### config.mk
export PLATFORM = sky130hd
export DESIGN_NAME = spill_header_sequencer_flat
export DESIGN_NICKNAME = d
export VERILOG_FILES = /design/src/rtl/spill_header_sequencer_if.sv /design/src/rtl/spill_header_sequencer.sv /design/src/flat_wrapper.sv
export SDC_FILE = /design/constraint.sdc
export NUM_CORES = 1
export LEC_CHECK = 0
export BUFFER_PORTS_ARGS = -buffer_cell sky130_fd_sc_hd__buf_2
export CAP_MARGIN = 20
export CORE_ASPECT_RATIO = 0.75
export CORE_MARGIN = 2
export CORE_UTILIZATION = 25
export CTS_CLUSTER_DIAMETER = 120
export DETAILED_ROUTE_END_ITERATION = 16
export PLACE_DENSITY_LB_ADDON = 0.2
export SETUP_SLACK_MARGIN = 0.5
export SYNTH_ARGS = -nofsm -noshare
export SYNTH_HDL_FRONTEND = slang
export SYNTH_SLANG_ARGS = --single-unit
### constraint.sdc
create_clock -name clk -period 2.52 [get_ports clk]
set_clock_uncertainty 0.1 [all_clocks]
set_input_delay 0.504 -clock clk [delete_from_list [all_inputs] [get_ports clk]]
set_output_delay 0.504 -clock clk [all_outputs]
set_load 0.005 [all_outputs]
### src/rtl/spill_header_sequencer_if.sv
// spill_header_sequencer_if: spill gate, trigger, checker feedback and per-spill status bundle
interface spill_header_sequencer_if #(
    parameter int NCH = 4
);
    logic              live_in;
    logic              trig_in;
    logic [NCH*16-1:0] in_counter_bus;
    logic [NCH-1:0]    evtno_err_vec;
    logic [NCH-1:0]    spillno_err_vec;
    logic              live_rising;
    logic [9:0]        exp_spillno;
    logic [15:0]       trig_count;
    logic              spill_done;
    logic [NCH-1:0]    err_evt_mask;
    logic [NCH-1:0]    err_spill_mask;
    logic [NCH-1:0]    cnt_mismatch_mask;
    logic              timeout_flag;
    logic              spill_ok;
    logic [15:0]       spill_count;

    modport master (
        input  live_in, trig_in, in_counter_bus, evtno_err_vec, spillno_err_vec,
        output live_rising, exp_spillno, trig_count, spill_done, err_evt_mask,
               err_spill_mask, cnt_mismatch_mask, timeout_flag, spill_ok, spill_count
    );

    modport slave (
        output live_in, trig_in, in_counter_bus, evtno_err_vec, spillno_err_vec,
        input  live_rising, exp_spillno, trig_count, spill_done, err_evt_mask,
               err_spill_mask, cnt_mismatch_mask, timeout_flag, spill_ok, spill_count
    );
endinterface

### src/rtl/spill_header_sequencer.sv
// spill_header_sequencer: per-spill sequencing of the OFC1 header checkers and error summary latch
module spill_header_sequencer #(
    parameter int          NCH           = 4,
    parameter logic [15:0] DRAIN_TIMEOUT = 16'd50000
) (
    input logic                      clk,
    input logic                      reset,
    spill_header_sequencer_if.master bus
);
    typedef enum logic [1:0] {IDLE, LIVE, DRAIN, CHECK} state_t;

    state_t         state, state_next;
    logic           live_s1, live_s2, live_d, rise, fall;
    logic           pending, drain_to, all_match;
    logic           go_live, go_drain, drain_exit, exit_to;
    logic [15:0]    timer;
    logic [NCH-1:0] mismatch;

    assign rise      = live_s2 && !live_d;
    assign fall      = !live_s2 && live_d;
    assign all_match = mismatch == '0;

    for (genvar i = 0; i < NCH; i++) begin : g_cmp
        assign mismatch[i] = bus.in_counter_bus[16*i +: 16] != bus.trig_count;
    end

    // state register
    always_ff @(posedge clk or posedge reset) begin
        if (reset)
            state <= IDLE;
        else
            state <= state_next;
    end

    // next state and single-cycle strobes; a rise in DRAIN aborts the drain as a timeout
    always_comb begin
        state_next = state;
        go_live    = 1'b0;
        go_drain   = 1'b0;
        drain_exit = 1'b0;
        exit_to    = 1'b0;
        case (state)
            IDLE: begin
                go_live    = rise || pending;
                state_next = go_live ? LIVE : IDLE;
            end
            LIVE: begin
                go_drain   = fall;
                state_next = fall ? DRAIN : LIVE;
            end
            DRAIN: begin
                drain_exit = rise || all_match || timer == DRAIN_TIMEOUT - 16'd1;
                exit_to    = rise || !all_match;
                state_next = drain_exit ? CHECK : DRAIN;
            end
            CHECK:   state_next = IDLE;
            default: state_next = IDLE;
        endcase
    end

    // synchronizer, trigger counting, drain timer and per-spill status latch
    always_ff @(posedge clk or posedge reset) begin
        if (reset) begin
            {live_s1, live_s2, live_d, pending, drain_to} <= '0;
            timer                 <= '0;
            bus.live_rising       <= 1'b0;
            bus.exp_spillno       <= 10'h3FF;
            bus.trig_count        <= '0;
            bus.spill_done        <= 1'b0;
            bus.err_evt_mask      <= '0;
            bus.err_spill_mask    <= '0;
            bus.cnt_mismatch_mask <= '0;
            bus.timeout_flag      <= 1'b0;
            bus.spill_ok          <= 1'b0;
            bus.spill_count       <= '0;
        end else begin
            live_s1         <= bus.live_in;
            live_s2         <= live_s1;
            live_d          <= live_s2;
            bus.live_rising <= go_live;
            bus.spill_done  <= state == CHECK;
            pending         <= go_live ? 1'b0 : pending || (rise && (state == DRAIN || state == CHECK));
            timer           <= go_drain ? '0 : state == DRAIN ? timer + 16'd1 : timer;
            if (go_live) begin
                bus.exp_spillno <= bus.exp_spillno + 10'd1;
                bus.trig_count  <= '0;
            end else if (state == LIVE && bus.trig_in && !bus.live_rising && bus.trig_count != 16'hFFFF)
                bus.trig_count <= bus.trig_count + 16'd1;
            if (drain_exit)
                drain_to <= exit_to;
            if (state == CHECK) begin
                bus.err_evt_mask      <= bus.evtno_err_vec;
                bus.err_spill_mask    <= bus.spillno_err_vec;
                bus.cnt_mismatch_mask <= mismatch;
                bus.timeout_flag      <= drain_to;
                bus.spill_ok          <= !drain_to && all_match && bus.evtno_err_vec == '0 && bus.spillno_err_vec == '0;
                bus.spill_count       <= bus.spill_count + 16'd1;
            end
        end
    end
endmodule

### src/flat_wrapper.sv
// flat-port wrapper written by rule: the top's interface ports become plain ports
module spill_header_sequencer_flat 
#(
    parameter int          NCH           = 4,
    parameter logic [15:0] DRAIN_TIMEOUT = 16'd50000
)
  (clk, reset, bus_live_in, bus_trig_in, bus_in_counter_bus, bus_evtno_err_vec, bus_spillno_err_vec, bus_live_rising, bus_exp_spillno, bus_trig_count, bus_spill_done, bus_err_evt_mask, bus_err_spill_mask, bus_cnt_mismatch_mask, bus_timeout_flag, bus_spill_ok, bus_spill_count);
  spill_header_sequencer_if #(.NCH(NCH)) bus_i ();
  input logic clk;
  input logic reset;
  input wire logic [$bits(bus_i.live_in)-1:0] bus_live_in;
  input wire logic [$bits(bus_i.trig_in)-1:0] bus_trig_in;
  input wire logic [$bits(bus_i.in_counter_bus)-1:0] bus_in_counter_bus;
  input wire logic [$bits(bus_i.evtno_err_vec)-1:0] bus_evtno_err_vec;
  input wire logic [$bits(bus_i.spillno_err_vec)-1:0] bus_spillno_err_vec;
  output wire logic [$bits(bus_i.live_rising)-1:0] bus_live_rising;
  output wire logic [$bits(bus_i.exp_spillno)-1:0] bus_exp_spillno;
  output wire logic [$bits(bus_i.trig_count)-1:0] bus_trig_count;
  output wire logic [$bits(bus_i.spill_done)-1:0] bus_spill_done;
  output wire logic [$bits(bus_i.err_evt_mask)-1:0] bus_err_evt_mask;
  output wire logic [$bits(bus_i.err_spill_mask)-1:0] bus_err_spill_mask;
  output wire logic [$bits(bus_i.cnt_mismatch_mask)-1:0] bus_cnt_mismatch_mask;
  output wire logic [$bits(bus_i.timeout_flag)-1:0] bus_timeout_flag;
  output wire logic [$bits(bus_i.spill_ok)-1:0] bus_spill_ok;
  output wire logic [$bits(bus_i.spill_count)-1:0] bus_spill_count;
  assign bus_i.live_in = bus_live_in;
  assign bus_i.trig_in = bus_trig_in;
  assign bus_i.in_counter_bus = bus_in_counter_bus;
  assign bus_i.evtno_err_vec = bus_evtno_err_vec;
  assign bus_i.spillno_err_vec = bus_spillno_err_vec;
  assign bus_live_rising = bus_i.live_rising;
  assign bus_exp_spillno = bus_i.exp_spillno;
  assign bus_trig_count = bus_i.trig_count;
  assign bus_spill_done = bus_i.spill_done;
  assign bus_err_evt_mask = bus_i.err_evt_mask;
  assign bus_err_spill_mask = bus_i.err_spill_mask;
  assign bus_cnt_mismatch_mask = bus_i.cnt_mismatch_mask;
  assign bus_timeout_flag = bus_i.timeout_flag;
  assign bus_spill_ok = bus_i.spill_ok;
  assign bus_spill_count = bus_i.spill_count;
  spill_header_sequencer #(.NCH(NCH), .DRAIN_TIMEOUT(DRAIN_TIMEOUT)) u_core (.clk(clk), .reset(reset), .bus(bus_i));
endmodule
# == Word-level counts from Yosys, hierarchy flattened ==
# Cells that the tools add are included.
# op_classes
n_eq_ne,9
n_reduce_logical,26
muxes,13
addsub,4
# ops
cell,count
$mux 16,4
$ne 16x16->1,4
$add 16x1->16 const B,3
$eq 16x16->1 const B,1
$ne 16x16->1 const B,1
$logic_not 4->1,3
$add 10x1->10 const B,1
$logic_and 1x1->1,9
$pmux 2 s4,1
$mux 1,7
$logic_or 1x1->1,6
$logic_not 1->1,5
$eq 2x2->1 const B,2
$reduce_bool 2->1,2
$eq 2x1->1 const B,1
$logic_not 2->1,1
$mux 2,1
# word_totals
in_bits,76
word_cells,69
output_inout_bits,58
reg_bits,81

# == Depth between registers and ports, before layout ==
# Gate-level depths: netlist of the first run.
# depth
word_depth,6
mapped_depth,8
ltp_nobuf,6

# == Least setup slack after synthesis of the first run ==
# OpenSTA, ideal clock, no wires.
# synth_path
kind,reg-to-reg
from,reg u_core.bus.trig_count[7]
to,reg u_core.bus.trig_count[12]
n_path_buf,2
stages_incl_launch_ff,8
setup_slack_ps,380
required_ps,2354
synth_period_minus_slack_ps,2140
setup_time_ps,66
t_arrival_ps,1974
cell_sequence,dfrtp_1 buf_2 nand3_1 or2_4 or4_1 clkbuf_2 or4_1 nand2_1
# synth_between
elab_chain_len,3
elab_cells_between_ends,6
classes_between,add/sub: 1; eq/ne: 1; mux: 2; reduce/logical: 2
# synth_lines
item,line_no,rtl
start: declaration,spill_header_sequencer_if.sv:23,"output live_rising, exp_spillno, trig_count, spill_done, err_evt_mask,"
start signal: assignment,spill_header_sequencer.sv:88,bus.trig_count <= bus.trig_count + 16'd1;
$add 16x1->16 or $ne 16x16->1 (tied branches),"spill_header_sequencer.sv:88, spill_header_sequencer.sv:87",
$mux 16 or $logic_and 1x1->1 (tied branches),spill_header_sequencer.sv:87,end else if (state == LIVE && bus.trig_in && !bus.live_rising && bus.trig_count != 16'hFFFF)
$mux 16 or $reduce_bool 2->1 (tied branches),-,
# Several ways; a longest one is shown, not always the timed one. The select of a mux whose other input is x is not followed.
# A chain may end at the register's enable or synchronous reset.

# == Final worst setup path of the first run ==
# layout_path
from,reg u_core.bus.trig_count[13]
to,reg u_core.bus.trig_count[12]
# layout_between
elab_chain_len,3
# layout_lines
item,line_no
$ne 16x16->1,spill_header_sequencer.sv:87
$logic_and 1x1->1,spill_header_sequencer.sv:87
$reduce_bool 2->1 (no line),-
# Every way passes these cells.

==> results of run 1 <==
[routing by layer]
layer / up-vias / GRT usage (%)
met2: 109 / 23.0
met3: 14 / 4.69
li1: 1910 / -
met5: - / 0
met1: 1887 / 18.1
met4: 0 / 3.30
[layout make-up]
class / count / area [um^2]
clock inverters: 5 / 103
repair buffers: 183 / 1090
fillers: 1791 / 11300
multi-input cells: 341 / 2400
inverters: 12 / 52.6
well taps: 242 / 303
flip-flops and latches: 81 / 2050
clock buffers: 11 / 243
[synthesized netlist by cell type, drive strengths merged (4+ instances only)]
| master | number |
|---|---|
| buf | 12 |
| mux2i | 5 |
| and3 | 5 |
| nand2 | 74 |
| dfrtp | 71 |
| nand4 | 29 |
| dfstp | 10 |
| nor3 | 6 |
| inv | 11 |
| ha | 4 |
| nor2 | 21 |
| nand3 | 26 |
| clkbuf | 16 |
| a21oi | 5 |
| or2 | 4 |
| xnor2 | 91 |
| o211ai | 6 |
| xor2 | 7 |
| o31ai | 5 |
| nor4 | 9 |
| o21ai | 16 |
[logic make-up after synthesis]
logic type	synth area share, %
DFF	46.1
and+or+nand+nor	22.2
muxes	1.13
xor gates and xnor gates	19.4
AOI/OAI and AO/OA	5.71
adders and majority gates	1.13
buffers and inverters	4.41
[layout by cell type, fill, tap and decap left out, types with 5 or more instances in the layout]
cell,instances
and3_1,5
buf_2,133
buf_4,42
buf_6,6
clkbuf_16,9
dfrtp_1,59
dfrtp_2,12
dfstp_2,10
inv_1,9
mux2i_1,5
nand2_1,73
nand3_1,26
nand4_1,28
nor2_1,21
nor3_1,5
o211ai_1,6
o21ai_0,14
o31ai_1,5
xnor2_1,83
xnor2_2,8
xor2_1,7
[worst paths after layout]
kind,cells past startpoint,end
setup / recovery,6,u_core.bus.trig_count[12]
hold / removal,2,u_core.bus.err_evt_mask[3]
setup reg to reg,6,u_core.bus.trig_count[12]
hold reg to reg,0,u_core.live_s2
max in group asynchronous,3,u_core.bus.spill_count[11]
min in group clk,1,u_core.live_s1
[critical path, cell delays in order, from the launching register on]
cell and delay (ps):
dfrtp_2 430, buf_4 160, nand4_1 260, nor3_4 120
or4_4 460, or4_1 410, nand2_1 70
[power by group through the flow]
| stage | Clock [mW] | Combinational (mW) | Sequential, mW |
|---|---|---|---|
| detailed placement | 0 | 1.15 | 1.86 |
| global route | 1.63 | 1.47 | 1.89 |
| CTS | 1.57 | 1.25 | 1.83 |
| floorplan | 0 | 0.699 | 1.78 |
| global placement | 0 | 1.14 | 1.85 |
| finish | 1.52 | 1.30 | 1.84 |
[registers in the layout (all words and copies together), names as in the netlist, 4 cells and up, named ones only]
| signal | flops |
|---|---|
| u_core.bus.cnt_mismatch_mask | 4 |
| u_core.bus.err_evt_mask | 4 |
| u_core.bus.err_spill_mask | 4 |
| u_core.bus.exp_spillno | 10 |
| u_core.bus.spill_count | 16 |
| u_core.bus.trig_count | 16 |
| u_core.timer | 16 |
[what timing repair did]
item | 4_1_cts | 5_1_grt
buffers inserted | 14 | 16
endpoints found under the setup margin | 23 | 28
resized for setup | 31 | 25
cloned | 0 | 1
pin swaps | 7 | 15
endpoints found under the hold margin | 0 | 0
[through the flow]
stage / cell area [um^2] / setup WS (ps)
2_1_floorplan: 4440 / 411
3_3_place_gp: 5410 / 182
3_5_place_dp: 5410 / 176
4_1_cts: 5970 / 400
5_1_grt: 6240 / 360
6_report: 6240 / 433
==> impl_results.md, run 1 <==
* Starting DRT DRC Count at 189
* Syn Area/Cell at 9.60 um^2
* LEAKAGE at 2.79 nW
* Syn nets at 541
* GP Congestion at 0.815
* CTS H-tree lvls at 3
* Post-Place Cells at 828
* Worst-path clk slew at 60 ps
* DRC violations left at 0
* Kind of critical path: flop to flop
* Synth top area share at 40.1%
* Final Hold Viols at 0
* Core Area at 17,500 um^2
* Netlist Area Pre-Place at 4430 um^2
* RSZ-0062 raised after global routing: yes
* Max transition margin at 57.5%
* Period utilization at 82.8%
* Setup_tns at 0 ps
* Vias per cell at 4.48
* Flop2flop setup slack at 430 ps
* Final setup viols at 0
* Routed length on met2 at 6.34 mm
* Clk pwr share at 32.7%
* WP data arrival at 2260 ps
* DRT antenna net count at 0
* Share of cells above drive strength 1 at 40.6%
* Worst hold path type: input pin to async pin
* Net Sw Frac at 31.3%
* Fin util at 35.7%
* Main synth FF type: dfrtp_1
* Flops & latches, synth at 81
* Crit path time final at 2090 ps
* Critical path fanouts, max at 5
* Via count of the first global-routing pass at 3,985
* Max Used Layer: met4
* TritonCTS Buffers at 9
* RR Startpoint: u_core.bus.trig_count[13]
* Routed met1 length at 5.89 mm
* Pwr dens at 747 nW/um^2
* DR WL met3 at 720 um
* Post-DP HPWL at 9.77 mm
* Final Total Pwr at 4.66 mW
* Worst Tran Pin Value at 637 ps
* FMAX at 479 MHz
* N_diodes at 0
* Area Overhead vs Synth at 41.0%
* WL final at 13.1 mm
* Post-synth EDFFs at 0
* Count of cell types in the netlist at 46
* TritonCTS clock tree: built
* Hold slack final at 145 ps
* I/O pins at 134
* Gr ovfl total at 0
* Via count at 3,920
* Initial core utilization at 25.3%
* Initial antenna violation count at 0
* Asr flop ratio synth at 100%
* Gate power share at 27.9%
* Die W at 158 um
* First-pass GRT wire length at 20.5 mm
* Port bufs at 133
* DRT Pass-1 Iters at 4
* Worst VDD drop at 0.289 mV
* Critical path data required time at 2690 ps
* Cell Int Power at 3.20 mW
* Clock Sinks at 81
* Critical path endpoint category: flop
* Final cell count without fillers at 875
* CTS root buffer: clkbuf_16
* Setup crit start: u_core.bus.trig_count[13]
* Max-cap check violation count at 0
* Synthesized instance count at 461
* Hold buffers post-CTS at 0
* Die ar. at 18,800 um^2
* YS warnings at 0
* Final Max Slew Viols at 0
* Top post-synthesis cells by area: dfrtp_1, xnor2_1, nand2_1
* Synth area leader: dfrtp_1
* Clk buf depth at 2
* Clk Latency, worst-skew pair at 340 ps
* Pin count of the biggest net entering global routing at 29
* Register area share after synthesis at 46.1%
* Nets@finish at 708
* Status: finished, final reports clean
* Core Rows at 42
* Die H at 119 um
* Avg WL per Cell at 15.0 um
* Seq pwr share at 39.4%
* Setup crit start kind: flop
* Total GRT Usage at 14.1%
* NetSw at 1.46 mW
Note: power is estimated with default switching activity, not from simulation.
==> inputs of run 2 (changes only) <==
==> constraint.sdc (replaced) <==
create_clock -name clk -period 1.7 [get_ports clk]
set_clock_uncertainty 0.1 [all_clocks]
set_input_delay 0.34 -clock clk [delete_from_list [all_inputs] [get_ports clk]]
set_output_delay 0.34 -clock clk [all_outputs]
set_load 0.005 [all_outputs]
==> impl_results.md, run 2 (synthesized netlist as in run 1, its figures left out) <==
* GP Congestion at 0.822
* Vias per cell at 4.45
* Starting DRT DRC Count at 204
* Commonest non-fill, non-tap cell in the layout: buf_2
* Cell Chain, Critical Path: buf_6, xnor2_2, nand4_1, nor4_2, nand4_1, o32a_1
* CTS H-tree lvls at 3
* Post-Place Cells at 894
* Commonest non-fill, non-tap cells in the layout: buf_2, buf_6, buf_4
* Die ar. at 18,800 um^2
* Via count of the first global-routing pass at 4,344
* Final Hold Viols at 12
* Total GRT Usage at 16.1%
* Pwr dens at 1020 nW/um^2
* Kind of critical path: flop to flop
* WL final at 15.3 mm
* Gr ovfl total at 0
* Core Area at 17,500 um^2
* Clk Latency, worst-skew pair at 340 ps
* Pin count of the biggest net entering global routing at 25
* Period utilization at 118%
* Critical path fanouts, max at 6
* # fillers at 1,636
* Worst path slowest cell: dfrtp_1
* Gate power share at 45.4%
* Final setup margin at -299 ps
* TritonCTS Buffers at 9
* N_diodes at 0
* CTS root buffer: clkbuf_16
* FF-to-FF path depth at 6
* Violated checks: negative hold slack, negative setup slack
* Final Max Slew Viols at 0
* First-pass GRT wire length at 23.4 mm
* WP data arrival at 2120 ps
* Port bufs at 133
* Hold slack final at -79.4 ps
* Via count at 4,418
* Die H at 119 um
* Avg WL per Cell at 15.4 um
* Share of cells above drive strength 1 at 61.6%
* Critical path data required time at 1820 ps
* Post-DP HPWL at 10.7 mm
* Max incr delay on CP at 390 ps
* Nets@finish at 825
* RR Endpoint: u_core.drain_to
* Worst VDD drop at 0.636 mV
* Final cell count without fillers at 992
* Final setup viols at 34
* Initial antenna violation count at 0
* DRT Pass-1 Iters at 4
* Net Sw Frac at 32.6%
* Max transition margin at 69.6%
* RR Startpoint: u_core.bus.trig_count[0]
* RSZ-0062 raised after global routing: yes
* Status: complete, but fails checks
* Fin util at 47.0%
* Setup crit start: u_core.bus.trig_count[0]
* Area Overhead vs Synth at 85.7%
* TritonCTS clock tree: built
* Worst Tran Pin Value at 456 ps
* LEAKAGE at 3.82 nW
* Clk pwr share at 23.5%
* FMAX at 500 MHz
* Worst-path clk slew at 60 ps
* Core Rows at 42
* I/O pins at 134
* Crit path time final at 2000 ps
* Setup crit start kind: flop
* Flop2flop setup slack at -300 ps
* Clock Sinks at 81
* Critical path endpoint category: flop
* DRT antenna net count at 0
* Die W at 158 um
* Top Registers: u_core.bus.spill_count (16), u_core.bus.trig_count (16), u_core.timer (16)
* Initial core utilization at 25.3%
* Hold buffers post-CTS at 1
* Max-cap check violation count at 0
* DRC violations left at 0
* Seq pwr share at 31.1%
* Cell Int Power at 5.64 mW
* NetSw at 2.73 mW
* Worst path most repeated cell: nand4_1
* Worst hold path type: input pin to async pin
* Clk buf depth at 2
==> run 2: changes by cell type in the layout (fill, tap and decap cells not counted), moves of 13 or more <==
cell,change
buf_6,+85
buf_4,+46
xnor2_1,-28
buf_2,-27
xnor2_2,+27
nand2_1,-25
nand2_2,+16
o21ai_0,-13
==> run 2: final cells by class <==
cell class	instances	area [um^2]	share of cell area (%)
multi-input cells	341	3010	36.6
repair buffers	300	2500	30.4
flip-flops and latches	81	2050	25.0
well taps	242	303	3.68
clock buffers	13	283	3.44
inverters	12	58.8	0.715
clock inverters	3	17.5	0.213
==> run 2: power by group through the flow <==
stage / Sequential (mW) / Clock (mW) / Combinational [mW]
6_report: 2.61 / 1.97 / 3.80
3_5_place_dp: 2.64 / 0 / 2.32
3_3_place_gp: 2.62 / 0 / 2.29
2_1_floorplan: 2.67 / 0 / 1.35
4_1_cts: 2.60 / 2.04 / 3.26
5_1_grt: 2.66 / 2.11 / 4.11
==> run 2: repair_timing <==
action,in CTS,in global routing
setup buffers,43,35
gates resized for setup,140,87
gates cloned,2,1
hold endpoints to repair,13,12
pin swaps,53,55
setup endpoints to repair,133,135
==> run 2: worst max-delay path: cells and delay by family, from the launching register on <==
family,cells,cell delay [ps]
flip-flops,1,390
buffers and inverters,1,150
XOR/XNOR,1,140
AO/OA/AOI/OAI,1,360
AND/OR/NAND/NOR,3,740
==> run 2: stage by stage <==
| stage | TNS [ps] | worst slack, ps | power [mW] | area [um^2] |
|---|---|---|---|---|
| 3_3_place_gp | -5600 | -454 | 4.91 | 6190 |
| 3_5_place_dp | -6080 | -480 | 4.96 | 6190 |
| 2_1_floorplan | -1860 | -409 | 4.02 | 4860 |
| 6_report | -4480 | -299 | 8.37 | 8220 |
| 5_1_grt | -7800 | -373 | 8.88 | 8220 |
| 4_1_cts | -3940 | -305 | 7.89 | 7550 |
==> run 2: how the worst max path moves through the flow <==
stage                                     end  slack [ps]  cells after the start
detailed placement            u_core.drain_to        -480                      5
CTS                           u_core.drain_to        -300                      6
floorplan           u_core.bus.trig_count[12]        -410                      7
global route                  u_core.drain_to        -370                      6
global placement              u_core.drain_to        -450                      5
finish                        u_core.drain_to        -300                      6
==> run 2: layer usage <==
metal,GRT usage [%],wire length [um],vias to the layer above
li1,-,-,2151
met1,22.5,7230,2134
met2,24.7,7000,115
met3,3.75,780,18
met4,4.94,274,0
met5,0,0,-
==> inputs of run 3 (changes only) <==
--- a/config.mk
+++ b/config.mk
@@ -7,6 +7,8 @@
 export LEC_CHECK = 0
 export BUFFER_PORTS_ARGS = -buffer_cell sky130_fd_sc_hd__buf_2
 export CAP_MARGIN = 20
+export CELL_PAD_IN_SITES_DETAIL_PLACEMENT = 0
+export CELL_PAD_IN_SITES_GLOBAL_PLACEMENT = 1
 export CORE_ASPECT_RATIO = 0.75
 export CORE_MARGIN = 2
 export CORE_UTILIZATION = 25
==> impl_results.md, run 3 (synthesized netlist as in run 1, its figures left out) <==
* Initial antenna violation count at 0
* Delay-heaviest family, CP: simple AND/OR/NAND/NOR gates
* Port bufs at 133
* Max incr delay on CP at 510 ps
* Initial core utilization at 25.3%
* Final Max Slew Viols at 0
* Status: complete, but fails checks
* Nets@finish at 833
* Violated checks: negative hold slack, negative setup slack
* Kind of critical path: flop to flop
* Final Total Pwr at 8.83 mW
* Core Rows at 42
* Period utilization at 119%
* Critical path fanouts, max at 4
* Area Overhead vs Synth at 89.3%
* Die H at 119 um
* FMAX at 496 MHz
* Die ar. at 18,800 um^2
* Worst VDD drop at 0.707 mV
* Hold slack final at -75.1 ps
* Die W at 158 um
* Vias per cell at 4.47
* DRC violations left at 0
* N_diodes at 0
* Avg WL per Cell at 15.8 um
* Crit path time final at 2010 ps
* TritonCTS clock tree: built
* WL final at 15.8 mm
* Share of cells above drive strength 1 at 60.9%
* I/O pins at 134
* Final setup margin at -315 ps
* WP buf/inv at 1
* Critical path endpoint category: flop
* Pin count of the biggest net entering global routing at 28
* Worst Tran Pin Value at 518 ps
* DRT Pass-1 Iters at 4
* Critical path data required time at 1870 ps
* Starting DRT DRC Count at 173
* GP Congestion at 0.804
* TritonCTS Buffers at 9
* Commonest non-fill, non-tap cell in the layout: buf_6
* Final Hold Viols at 11
* Cell Chain, Critical Path: buf_4, nand4_4, or2_4, or4_4, or4_1, nand2_1
* Clock Sinks at 81
* Worst hold path type: input pin to async pin
* DRT antenna net count at 0
* Core Area at 17,500 um^2
* Worst path slowest cell: or4_4
* CTS H-tree lvls at 3
* Gr ovfl total at 0
* CTS root buffer: clkbuf_16
* Post-Place Cells at 895
* Top Registers: u_core.bus.spill_count (16), u_core.bus.trig_count (16), u_core.timer (16)
* Max-cap check violation count at 0
* Max transition margin at 65.0%
* LEAKAGE at 3.90 nW
* Pwr dens at 1050 nW/um^2
* Commonest non-fill, non-tap cells in the layout: buf_6, buf_2, buf_4
* Clk buf depth at 2
* Final setup viols at 39
* Final instance area at 8380 um^2
* First-pass GRT wire length at 24.3 mm
* Worst-path clk slew at 70 ps
* Post-DP HPWL at 11.0 mm
* Place WS at -467 ps
* WP data arrival at 2180 ps
* Final cell count without fillers at 1,000
* Clk Latency, worst-skew pair at 340 ps
* Via count of the first global-routing pass at 4,495
* Setup crit start kind: flop
* RSZ-0062 raised after global routing: yes
* Post-DP Area at 6240 um^2
* Via count at 4,469
* Total GRT Usage at 16.8%
==> run 3: changes by cell type in the layout (fill, tap and decap cells not counted), moves of 3 or more <==
cell	before	now
nand2_4	9	6
xnor2_2	35	31
o21ai_1	8	11
buf_2	106	101
xnor2_1	55	60
buf_6	91	102
==> run 3: area by class of cell <==
type,instances,area [um^2]
Clock inverter,7,103
Inverter,12,56.3
Multi-Input combinational cell,340,2970
Fill cell,1659,9120
Tap cell,242,303
Clock buffer,9,225
Timing Repair Buffer,309,2680
Sequential cell,81,2050
==> run 3: what timing repair did <==
action                     CTS  global route
hold endpoints to repair    11            12
cloned                       4             0
pin swaps                   50            43
buffers inserted            55            29
resized for setup          149            80
setup endpoints to repair  133           135
==> run 3: final timing paths <==
path                                               start                            to  slack [ps]  cells past startpoint
worst max register to register  u_core.bus.trig_count[4]     u_core.bus.trig_count[12]        -310                      6
min in group clk                  bus_spillno_err_vec[1]  u_core.bus.err_spill_mask[1]         120                      3
worst min-delay path                               reset      u_core.bus.trig_count[6]         -80                      2
max in group asynchronous                          reset     u_core.bus.exp_spillno[2]        1050                      3
worst max-delay path            u_core.bus.trig_count[4]     u_core.bus.trig_count[12]        -310                      6
worst min register to register            u_core.live_s1                u_core.live_s2         250                      0
==> run 3: routing by layer <==
layer	wire length (um)	vias to the layer above	GRT usage, %
li1	-	2180	-
met1	7760	2167	24.4
met2	7140	112	25.1
met3	770	10	4.00
met4	129	0	3.75
met5	0	-	0
==> run 3: power by group <==
group	internal, mW	switching, mW
clock	1.31	0.870
combinational	2.35	1.68
sequential	2.34	0.289
==> run 3: through the flow <==
step | util (%) | setup TNS, ps | hold slack [ps]
finish | 47.9 | -4480 | -75.1
global route | 47.9 | -8380 | -65.6
CTS | 44.3 | -3920 | -81.1
detailed placement | 35.6 | -5800 | 236
global placement | 35.6 | -5190 | 242
floorplan | - | -1860 | 231
